File: src/rtl/hdc_perf_pkg.sv
// Shared types and helpers for the hdc_sensor_fusion handshake monitor.
// Contents:
//   cnt_t / ts_t : default-width counter and timestamp types
//   state_e      : monitor run state (IDLE, RUN, DONE)
//   sat_inc()    : saturating add used by every statistic counter
package hdc_perf_pkg;

    localparam int CNT_WIDTH_DEF = 32;
    localparam int TS_WIDTH_DEF  = 16;

    typedef logic [CNT_WIDTH_DEF-1:0] cnt_t;
    typedef logic [TS_WIDTH_DEF-1:0]  ts_t;

    typedef enum logic [1:0] {
        IDLE = 2'd0,
        RUN  = 2'd1,
        DONE = 2'd2
    } state_e;

    // Adds inc to val and clamps at max_val. Counters narrower than cnt_t
    // pass their own all-ones value as max_val.
    function automatic cnt_t sat_inc(input cnt_t val, input cnt_t inc, input cnt_t max_val);
        logic [CNT_WIDTH_DEF:0] sum;
        sum = {1'b0, val} + {1'b0, inc};
        return (sum > {1'b0, max_val}) ? max_val : sum[CNT_WIDTH_DEF-1:0];
    endfunction

endpackage

File: src/rtl/hdc_perf_ts_fifo.sv
// Timestamp FIFO holding the push time of every in-flight entry.
// Ports:
//   clk, rst          clock, asynchronous active-high reset
//   flush_i           synchronous empty (wins over push/pop)
//   push_i/push_data  store push_data; accepted when not full or when popping
//   pop_i             drop the oldest entry; ignored when empty
//   head_data_o       oldest entry, read before this cycle's push
//   full_o, empty_o   occupancy flags
module hdc_perf_ts_fifo #(
    parameter int DEPTH = 8,
    parameter int WIDTH = 16
) (
    input  logic             clk,
    input  logic             rst,
    input  logic             flush_i,
    input  logic             push_i,
    input  logic [WIDTH-1:0] push_data_i,
    input  logic             pop_i,
    output logic [WIDTH-1:0] head_data_o,
    output logic             full_o,
    output logic             empty_o
);
    localparam int AW = $clog2(DEPTH);

    logic [WIDTH-1:0] mem_q [DEPTH];
    logic [AW-1:0]    wr_ptr_q, rd_ptr_q;
    logic [AW:0]      count_q;
    logic             do_wr, do_rd;

    assign full_o      = (count_q == (AW+1)'(DEPTH));
    assign empty_o     = (count_q == '0);
    assign head_data_o = mem_q[rd_ptr_q];

    // A full FIFO still takes a push when a pop frees a slot in the same cycle.
    assign do_rd = pop_i & ~empty_o;
    assign do_wr = push_i & (~full_o | do_rd);

    // NOTE: storage has no reset; the pointers and count define validity,
    // so resetting the array would only cost reset fan-out.
    always_ff @(posedge clk) begin
        if (do_wr && !flush_i) mem_q[wr_ptr_q] <= push_data_i;
    end

    always_ff @(posedge clk or posedge rst) begin
        if (rst) begin
            wr_ptr_q <= '0;
            rd_ptr_q <= '0;
            count_q  <= '0;
        end else if (flush_i) begin
            wr_ptr_q <= '0;
            rd_ptr_q <= '0;
            count_q  <= '0;
        end else begin
            if (do_wr) wr_ptr_q <= wr_ptr_q + AW'(1);
            if (do_rd) rd_ptr_q <= rd_ptr_q + AW'(1);
            case ({do_wr, do_rd})
                2'b10:   count_q <= count_q + (AW+1)'(1);
                2'b01:   count_q <= count_q - (AW+1)'(1);
                default: count_q <= count_q;
            endcase
        end
    end

endmodule

File: src/rtl/hdc_hs_perf_monitor.sv
// Passive performance monitor for the fin_* / dout_* valid-ready handshakes
// of hdc_sensor_fusion. Counts stall/idle cycles and accepts per side and
// measures per-entry latency (last/min/max/total) while in RUN.
// Ports:
//   clk, rst                 clock, asynchronous active-high reset
//   start, clear             run control (clear wins, synchronous)
//   target_entries           run stops after this many dout accepts (0 = never)
//   fin_*, dout_*, labels    observed taps; exp_labels = reference labels
//   running, done            state decode
//   *_cnt, *_accepts, lat_*  statistics (saturating)
//   overflow, underflow      sticky timestamp FIFO errors
// Build option: define HDC_PERF_LABEL_CHECK_EN to count label bit mismatches
// on each dout accept; otherwise mismatch_cnt is tied to zero.
// CNT_WIDTH must not exceed the package counter width (32).
module hdc_hs_perf_monitor
    import hdc_perf_pkg::*;
#(
    parameter int CNT_WIDTH    = 32,
    parameter int TS_WIDTH     = 16,
    parameter int MAX_INFLIGHT = 8,
    parameter int NUM_LABELS   = 2
) (
    input  logic                  clk,
    input  logic                  rst,
    input  logic                  start,
    input  logic                  clear,
    input  logic [CNT_WIDTH-1:0]  target_entries,
    input  logic                  fin_valid,
    input  logic                  fin_ready,
    input  logic                  dout_valid,
    input  logic                  dout_ready,
    input  logic [NUM_LABELS-1:0] labels,
    input  logic [NUM_LABELS-1:0] exp_labels,
    output logic                  running,
    output logic                  done,
    output logic [CNT_WIDTH-1:0]  fin_stall_cnt,
    output logic [CNT_WIDTH-1:0]  fin_idle_cnt,
    output logic [CNT_WIDTH-1:0]  dout_stall_cnt,
    output logic [CNT_WIDTH-1:0]  dout_idle_cnt,
    output logic [CNT_WIDTH-1:0]  fin_accepts,
    output logic [CNT_WIDTH-1:0]  dout_accepts,
    output logic [TS_WIDTH-1:0]   lat_last,
    output logic [TS_WIDTH-1:0]   lat_min,
    output logic [TS_WIDTH-1:0]   lat_max,
    output logic [CNT_WIDTH-1:0]  lat_total,
    output logic [CNT_WIDTH-1:0]  mismatch_cnt,
    output logic                  overflow,
    output logic                  underflow
);
    localparam logic [CNT_WIDTH-1:0] CNT_ONE = CNT_WIDTH'(1);
    localparam logic [CNT_WIDTH-1:0] CNT_MAX = '1;

    function automatic logic [CNT_WIDTH-1:0] cnt_add(input logic [CNT_WIDTH-1:0] a,
                                                     input logic [CNT_WIDTH-1:0] b);
        return CNT_WIDTH'(sat_inc(cnt_t'(a), cnt_t'(b), cnt_t'(CNT_MAX)));
    endfunction

    state_e               state_q;
    logic [TS_WIDTH-1:0]  timer_q, timer_d;
    logic [CNT_WIDTH-1:0] fin_stall_q, fin_stall_d, fin_idle_q, fin_idle_d;
    logic [CNT_WIDTH-1:0] dout_stall_q, dout_stall_d, dout_idle_q, dout_idle_d;
    logic [CNT_WIDTH-1:0] fin_acc_q, fin_acc_d, dout_acc_q, dout_acc_d;
    logic [TS_WIDTH-1:0]  lat_last_q, lat_last_d, lat_min_q, lat_min_d, lat_max_q, lat_max_d;
    logic [CNT_WIDTH-1:0] lat_total_q, lat_total_d;
    logic                 overflow_q, overflow_d, underflow_q, underflow_d;

    logic                 sampling, fin_hs, dout_hs;
    logic                 fifo_push, fifo_pop, fifo_full, fifo_empty;
    logic [TS_WIDTH-1:0]  fifo_head, lat;

    assign sampling = (state_q == RUN) & ~clear;
    assign fin_hs   = fin_valid & fin_ready;
    assign dout_hs  = dout_valid & dout_ready;

    // The pop sees the FIFO before this cycle's push, so an empty FIFO
    // underflows even if a push arrives on the same edge.
    assign fifo_pop  = sampling & dout_hs & ~fifo_empty;
    assign fifo_push = sampling & fin_hs & (~fifo_full | fifo_pop);
    assign lat       = timer_q - fifo_head;  // modulo 2^TS_WIDTH

    hdc_perf_ts_fifo #(
        .DEPTH (MAX_INFLIGHT),
        .WIDTH (TS_WIDTH)
    ) u_ts_fifo (
        .clk         (clk),
        .rst         (rst),
        .flush_i     (clear),
        .push_i      (fifo_push),
        .push_data_i (timer_q),
        .pop_i       (fifo_pop),
        .head_data_o (fifo_head),
        .full_o      (fifo_full),
        .empty_o     (fifo_empty)
    );

    // NOTE: every next-state value is defaulted to its register first, so no
    // path through this block leaves a variable unassigned (no latches).
    always_comb begin
        timer_d      = timer_q;
        fin_stall_d  = fin_stall_q;
        fin_idle_d   = fin_idle_q;
        dout_stall_d = dout_stall_q;
        dout_idle_d  = dout_idle_q;
        fin_acc_d    = fin_acc_q;
        dout_acc_d   = dout_acc_q;
        lat_last_d   = lat_last_q;
        lat_min_d    = lat_min_q;
        lat_max_d    = lat_max_q;
        lat_total_d  = lat_total_q;
        overflow_d   = overflow_q;
        underflow_d  = underflow_q;
        if (clear) begin
            timer_d      = '0;
            fin_stall_d  = '0;
            fin_idle_d   = '0;
            dout_stall_d = '0;
            dout_idle_d  = '0;
            fin_acc_d    = '0;
            dout_acc_d   = '0;
            lat_last_d   = '0;
            lat_min_d    = '1;
            lat_max_d    = '0;
            lat_total_d  = '0;
            overflow_d   = 1'b0;
            underflow_d  = 1'b0;
        end else if (sampling) begin
            timer_d = timer_q + TS_WIDTH'(1);
            if (fin_valid & ~fin_ready)   fin_stall_d  = cnt_add(fin_stall_q, CNT_ONE);
            if (~fin_valid & fin_ready)   fin_idle_d   = cnt_add(fin_idle_q, CNT_ONE);
            if (dout_valid & ~dout_ready) dout_stall_d = cnt_add(dout_stall_q, CNT_ONE);
            if (~dout_valid & dout_ready) dout_idle_d  = cnt_add(dout_idle_q, CNT_ONE);
            if (fin_hs)  fin_acc_d  = cnt_add(fin_acc_q, CNT_ONE);
            if (dout_hs) dout_acc_d = cnt_add(dout_acc_q, CNT_ONE);
            if (fifo_pop) begin
                lat_last_d  = lat;
                lat_total_d = cnt_add(lat_total_q, CNT_WIDTH'(lat));
                if (lat < lat_min_q) lat_min_d = lat;
                if (lat > lat_max_q) lat_max_d = lat;
            end
            if (fin_hs & fifo_full & ~fifo_pop) overflow_d  = 1'b1;
            if (dout_hs & fifo_empty)           underflow_d = 1'b1;
        end
    end

    // NOTE: sequential state uses non-blocking assignments only, so every
    // register samples the pre-edge value of every other register.
    always_ff @(posedge clk or posedge rst) begin
        if (rst) begin
            state_q      <= IDLE;
            timer_q      <= '0;
            fin_stall_q  <= '0;
            fin_idle_q   <= '0;
            dout_stall_q <= '0;
            dout_idle_q  <= '0;
            fin_acc_q    <= '0;
            dout_acc_q   <= '0;
            lat_last_q   <= '0;
            lat_min_q    <= '1;
            lat_max_q    <= '0;
            lat_total_q  <= '0;
            overflow_q   <= 1'b0;
            underflow_q  <= 1'b0;
        end else begin
            timer_q      <= timer_d;
            fin_stall_q  <= fin_stall_d;
            fin_idle_q   <= fin_idle_d;
            dout_stall_q <= dout_stall_d;
            dout_idle_q  <= dout_idle_d;
            fin_acc_q    <= fin_acc_d;
            dout_acc_q   <= dout_acc_d;
            lat_last_q   <= lat_last_d;
            lat_min_q    <= lat_min_d;
            lat_max_q    <= lat_max_d;
            lat_total_q  <= lat_total_d;
            overflow_q   <= overflow_d;
            underflow_q  <= underflow_d;
            if (clear) begin
                state_q <= IDLE;
            end else begin
                case (state_q)
                    IDLE:    if (start) state_q <= RUN;
                    // The accept that reaches the target is itself counted.
                    RUN:     if (dout_hs && target_entries != '0 && dout_acc_d == target_entries)
                                 state_q <= DONE;
                    DONE:    if (start) state_q <= RUN;
                    default: state_q <= IDLE;
                endcase
            end
        end
    end

`ifdef HDC_PERF_LABEL_CHECK_EN
    logic [CNT_WIDTH-1:0] mismatch_q, mismatch_d;

    always_comb begin
        mismatch_d = mismatch_q;
        if (clear)
            mismatch_d = '0;
        else if (sampling && dout_hs)
            mismatch_d = cnt_add(mismatch_q, CNT_WIDTH'($countones(labels ^ exp_labels)));
    end

    always_ff @(posedge clk or posedge rst) begin
        if (rst) mismatch_q <= '0;
        else     mismatch_q <= mismatch_d;
    end

    assign mismatch_cnt = mismatch_q;
`else
    logic unused_labels;
    assign unused_labels = ^{labels, exp_labels};
    assign mismatch_cnt  = '0;
`endif

    assign running        = (state_q == RUN);
    assign done           = (state_q == DONE);
    assign fin_stall_cnt  = fin_stall_q;
    assign fin_idle_cnt   = fin_idle_q;
    assign dout_stall_cnt = dout_stall_q;
    assign dout_idle_cnt  = dout_idle_q;
    assign fin_accepts    = fin_acc_q;
    assign dout_accepts   = dout_acc_q;
    assign lat_last       = lat_last_q;
    assign lat_min        = lat_min_q;
    assign lat_max        = lat_max_q;
    assign lat_total      = lat_total_q;
    assign overflow       = overflow_q;
    assign underflow      = underflow_q;

endmodule

File: config.mk
export PLATFORM = sky130hd
export DESIGN_NAME = hdc_hs_perf_monitor
export DESIGN_NICKNAME = d
export VERILOG_FILES = /design/src/rtl/hdc_perf_pkg.sv /design/src/rtl/hdc_perf_ts_fifo.sv /design/src/rtl/hdc_hs_perf_monitor.sv
export SDC_FILE = /design/constraint.sdc
export NUM_CORES = 1
export LEC_CHECK = 0
export BUFFER_PORTS_ARGS = -buffer_cell sky130_fd_sc_hd__buf_2
export CORE_AREA = 2 2 214 216
export DETAILED_ROUTE_END_ITERATION = 10
export DIE_AREA = 0 0 216 218
export PLACE_DENSITY_LB_ADDON = 0.3
export SYNTH_ARGS = -nofsm -noshare
export SYNTH_HDL_FRONTEND = slang
export SYNTH_SLANG_ARGS = --single-unit
File: constraint.sdc
create_clock -name clk -period 13.4 [get_ports clk]
set_input_delay 2.68 -clock clk [delete_from_list [all_inputs] [get_ports clk]]
set_output_delay 2.68 -clock clk [all_outputs]
set_load 0.02 [all_outputs]
==> impl_metrics.env <==
export IMPL_worstSetupEndpointType="register"
export IMPL_multi_input_area_mm2=0.0135
export IMPL_finish_utilization=0.665
export IMPL_fin_nets=3216
export IMPL_status="finished clean"
export IMPL_regArea_mm2=0.0114
export IMPL_clk_latency_ps=600
export IMPL_ys_ff_latch=430
export IMPL_seqPwrFrac=0.435
export IMPL_fin_cells=3726
export IMPL_pwr_share_comb=0.112
export IMPL_crit_fanout=35
export IMPL_fp_dieW_um=216
export IMPL_critPathArrivalTime_ps=7480
export IMPL_startpoint_type="register"
export IMPL_grt_pass1_wl_um=127000
export IMPL_drcViolationCount=0
export IMPL_gp_congestion=0.984
export IMPL_io_pins=352
export IMPL_ir_worst_vdd_v=0.0000971
export IMPL_crit_required_ps=13840
export IMPL_met2_usage=0.541
export IMPL_leakagePower_nw=12.8
export IMPL_antenna_found_initial=0
export IMPL_clkPwrFrac=0.454
export IMPL_placedCellCount=3635
export IMPL_internal_power_mw=2.38
export IMPL_grtUsageMet1=0.459
export IMPL_p_per_area_mw_per_mm2=108
export IMPL_hpwl_um=55600
export IMPL_drtIter0Drc=3000
export IMPL_start_util=0.585
export IMPL_setup_violations=0
export IMPL_critPathKind="register to register"
export IMPL_dieArea_mm2=0.0471
export IMPL_grt_max_degree=169
export IMPL_maxCapViolations=0
export IMPL_ant_nets=0
export IMPL_routed_wl_um=82000
export IMPL_syn_to_final_growth_pct=13.8
export IMPL_grt_use_met3=0.0622
export IMPL_min_path_type="register to register"
export IMPL_dr_pass1_iters=7
export IMPL_max_freq_mhz=142
export IMPL_cts_tree="done"
export IMPL_drive_gt1_frac=0.174
export IMPL_synth_edf_count=128
export IMPL_clock_path_buffers=3
export IMPL_period_needed_ps=7040
export IMPL_postCtsHoldBufs=0
export IMPL_slew_viol_final=0
export IMPL_io_buffers=315
export IMPL_rows=78
export IMPL_finalClockSkew_ps=21.4
export IMPL_swShare=0.264
export IMPL_syn_area_mm2=0.0262
export IMPL_switchingPower_mw=0.851
export IMPL_synth_seq_area_share=0.435
export IMPL_busiest_layer="met2"
export IMPL_gr_total_overflow=0
export IMPL_synth_cells=2851
export IMPL_hold_violations=0
export IMPL_grt_use_total=0.339
export IMPL_clk_pin_slew_ps=60
export IMPL_viasPerCell=6.54
export IMPL_post_route_period_util=0.525
export IMPL_grt_pass1_vias=22600
export IMPL_yosysUniqueCellTypes=105
export IMPL_synthArstFlopShare=0.702
export IMPL_avgSynthCellArea_um2=9.21
export IMPL_num_vias=24400
export IMPL_tightest_slew_ps=1270
export IMPL_antenna_cells=0
export IMPL_cts_resized=0
export IMPL_htree_levels=2
export IMPL_fin_setup_tns_ps=0
export IMPL_die_h_um=218
export IMPL_post_cts_buffers=0
export IMPL_cts_sinks=430
export IMPL_synth_flop_cell="dfrtp_1"
export IMPL_cpPeakStageDelay_ps=610
export IMPL_cts_buffers=48
export IMPL_most_common_layout_cells="o21ai_0 (327), buf_2 (314), dfrtp_1 (285)"
export IMPL_n_fill_cell=3544
export IMPL_slew_headroom=0.152
export IMPL_mostFrequentLayoutCell="o21ai_0"
export IMPL_clock_root_buffer="clkbuf_16"
export IMPL_power_mw=3.23
export IMPL_worst_path_max_delay_cell="o31ai_1"
export IMPL_wire_per_inst_um=22.0
export IMPL_crit_path_cell_trace="buf_4 > mux4_2 > mux2i_1 > ha_1 > nor2b_1 > o21a_1 > o21ai_0 > a211oi_1 > o31ai_1 > o21bai_1 > a21oi_1 > xor2_1 > inv_1 > ha_1 > a21o_1 > nand2_1 > o21ai_0 > a2111oi_0 > nor2_1 > nor3_1 > a221oi_1"
export IMPL_yosys_warnings=0
export IMPL_rsz0062_at_grt="no"
export IMPL_coreArea_mm2=0.0449
## synth_stat cells, drive strengths merged (6+ instances only)
master | n | area, µm²
o21ai | 333 | 1670
dfrtp | 286 | 7160
nor2 | 279 | 1050
nand2 | 202 | 768
nand3 | 158 | 806
inv | 148 | 556
a21oi | 133 | 666
edfxtp | 128 | 3840
clkbuf | 113 | 427
ha | 83 | 1040
nor3 | 83 | 442
buf | 81 | 485
nand4 | 79 | 522
xnor2 | 68 | 596
xor2 | 65 | 569
and3 | 62 | 394
o311ai | 49 | 429
nor4 | 44 | 345
a31oi | 35 | 219
mux4 | 32 | 721
o211ai | 26 | 200
nor2b | 24 | 150
a211oi | 21 | 158
mux2i | 21 | 210
a21o | 20 | 150
o21a | 20 | 150
nand2b | 18 | 113
dfstp | 16 | 420
or3 | 14 | 92.6
and4 | 13 | 115
a41oi | 12 | 105
and2 | 12 | 75.1
a311oi | 11 | 96.3
or2 | 11 | 68.8
a221oi | 10 | 87.6
nor4b | 10 | 109
a2111oi | 9 | 123
o31ai | 9 | 77.6
or4 | 7 | 56.3
a22o | 6 | 52.6
a22oi | 6 | 45.0
nand4b | 6 | 52.6
nor3b | 6 | 45.0
## state kept, by name, indices dropped and copies added, names as in the netlist
signal	flops
lat_total	32
state_q	2
fin_stall_cnt	32
lat_min	16
lat_max	16
lat_last	16
dout_idle_cnt	32
u_ts_fifo.wr_ptr_q	3
underflow	1
u_ts_fifo.mem_q	128
dout_accepts	32
u_ts_fifo.rd_ptr_q	3
fin_idle_cnt	32
u_ts_fifo.count_q	4
timer_q	16
dout_stall_cnt	32
fin_accepts	32
overflow	1
## worst max-delay path: cells and delay by family, from the launching register on
kind / cells / cell delay, ps
multiplexers: 2 / 910
AO/OA/AOI/OAI: 10 / 2710
AND/OR/NAND/NOR: 4 / 1140
flip-flops: 1 / 340
adder cells (fa/ha/maj): 2 / 660
buffers and inverters: 2 / 750
XOR/XNOR: 1 / 340
## area by class of cell
cell class	count	area share
Clock buffer	63	0.0452
Clock inverter	27	0.0140
Inverter	148	0.0189
Multi-Input combinational cell	2110	0.453
Sequential cell	430	0.383
Tap cell	600	0.0251
Timing Repair Buffer	348	0.0616
## through the flow
stage	setup slack (ps)	hold slack (ps)	cell area [µm²]
floorplan	2400	487	26400
global placement	6650	480	28100
detailed placement	6560	496	28100
CTS	6510	510	29800
global route	5810	532	29900
finish	6360	509	29900
## cells by family (layout without fill, tap and decap cells)
family          count (synthesis)  in the layout  synth area share
compound gates                772            772             0.186
xor+xnor                      133            133            0.0444
fa+ha+maj                      86             86            0.0419
buf+inv                       342            586            0.0559
flops                         430            430             0.435
mux                            55             55            0.0363
other cells                     1             32          0.000143
simple gates                 1032           1032             0.200
## power by group through the flow
| stage | Combinational [mW] | Clock (mW) | Sequential (mW) |
|---|---|---|---|
| floorplan | 0.231 | 0 | 1.44 |
| global placement | 0.345 | 0 | 1.42 |
| detailed placement | 0.354 | 0 | 1.43 |
| CTS | 0.357 | 1.48 | 1.40 |
| global route | 0.395 | 1.53 | 1.41 |
| finish | 0.361 | 1.46 | 1.40 |
## routing by layer
metal  up-vias  part of all wire
met3       231             0.090
met1     11800              0.40
met2      1315              0.47
met4         0             0.039
met5         -                 0
li1      11000                 -
## path summary, 6_finish.rpt
check / from / to / slack (ps) / cells after the start
worst min-delay path: overflow / overflow / 510 / 2
worst min register to register: overflow / overflow / 510 / 2
max in group asynchronous: rst / fin_idle_cnt[16] / 9580 / 3
worst max register to register: u_ts_fifo.rd_ptr_q[0] / lat_total[21] / 6360 / 21
min in group asynchronous: rst / dout_idle_cnt[17] / 2240 / 2
worst max-delay path: u_ts_fifo.rd_ptr_q[0] / lat_total[21] / 6360 / 21
No activity file was read; power rests on OpenSTA's default activity.
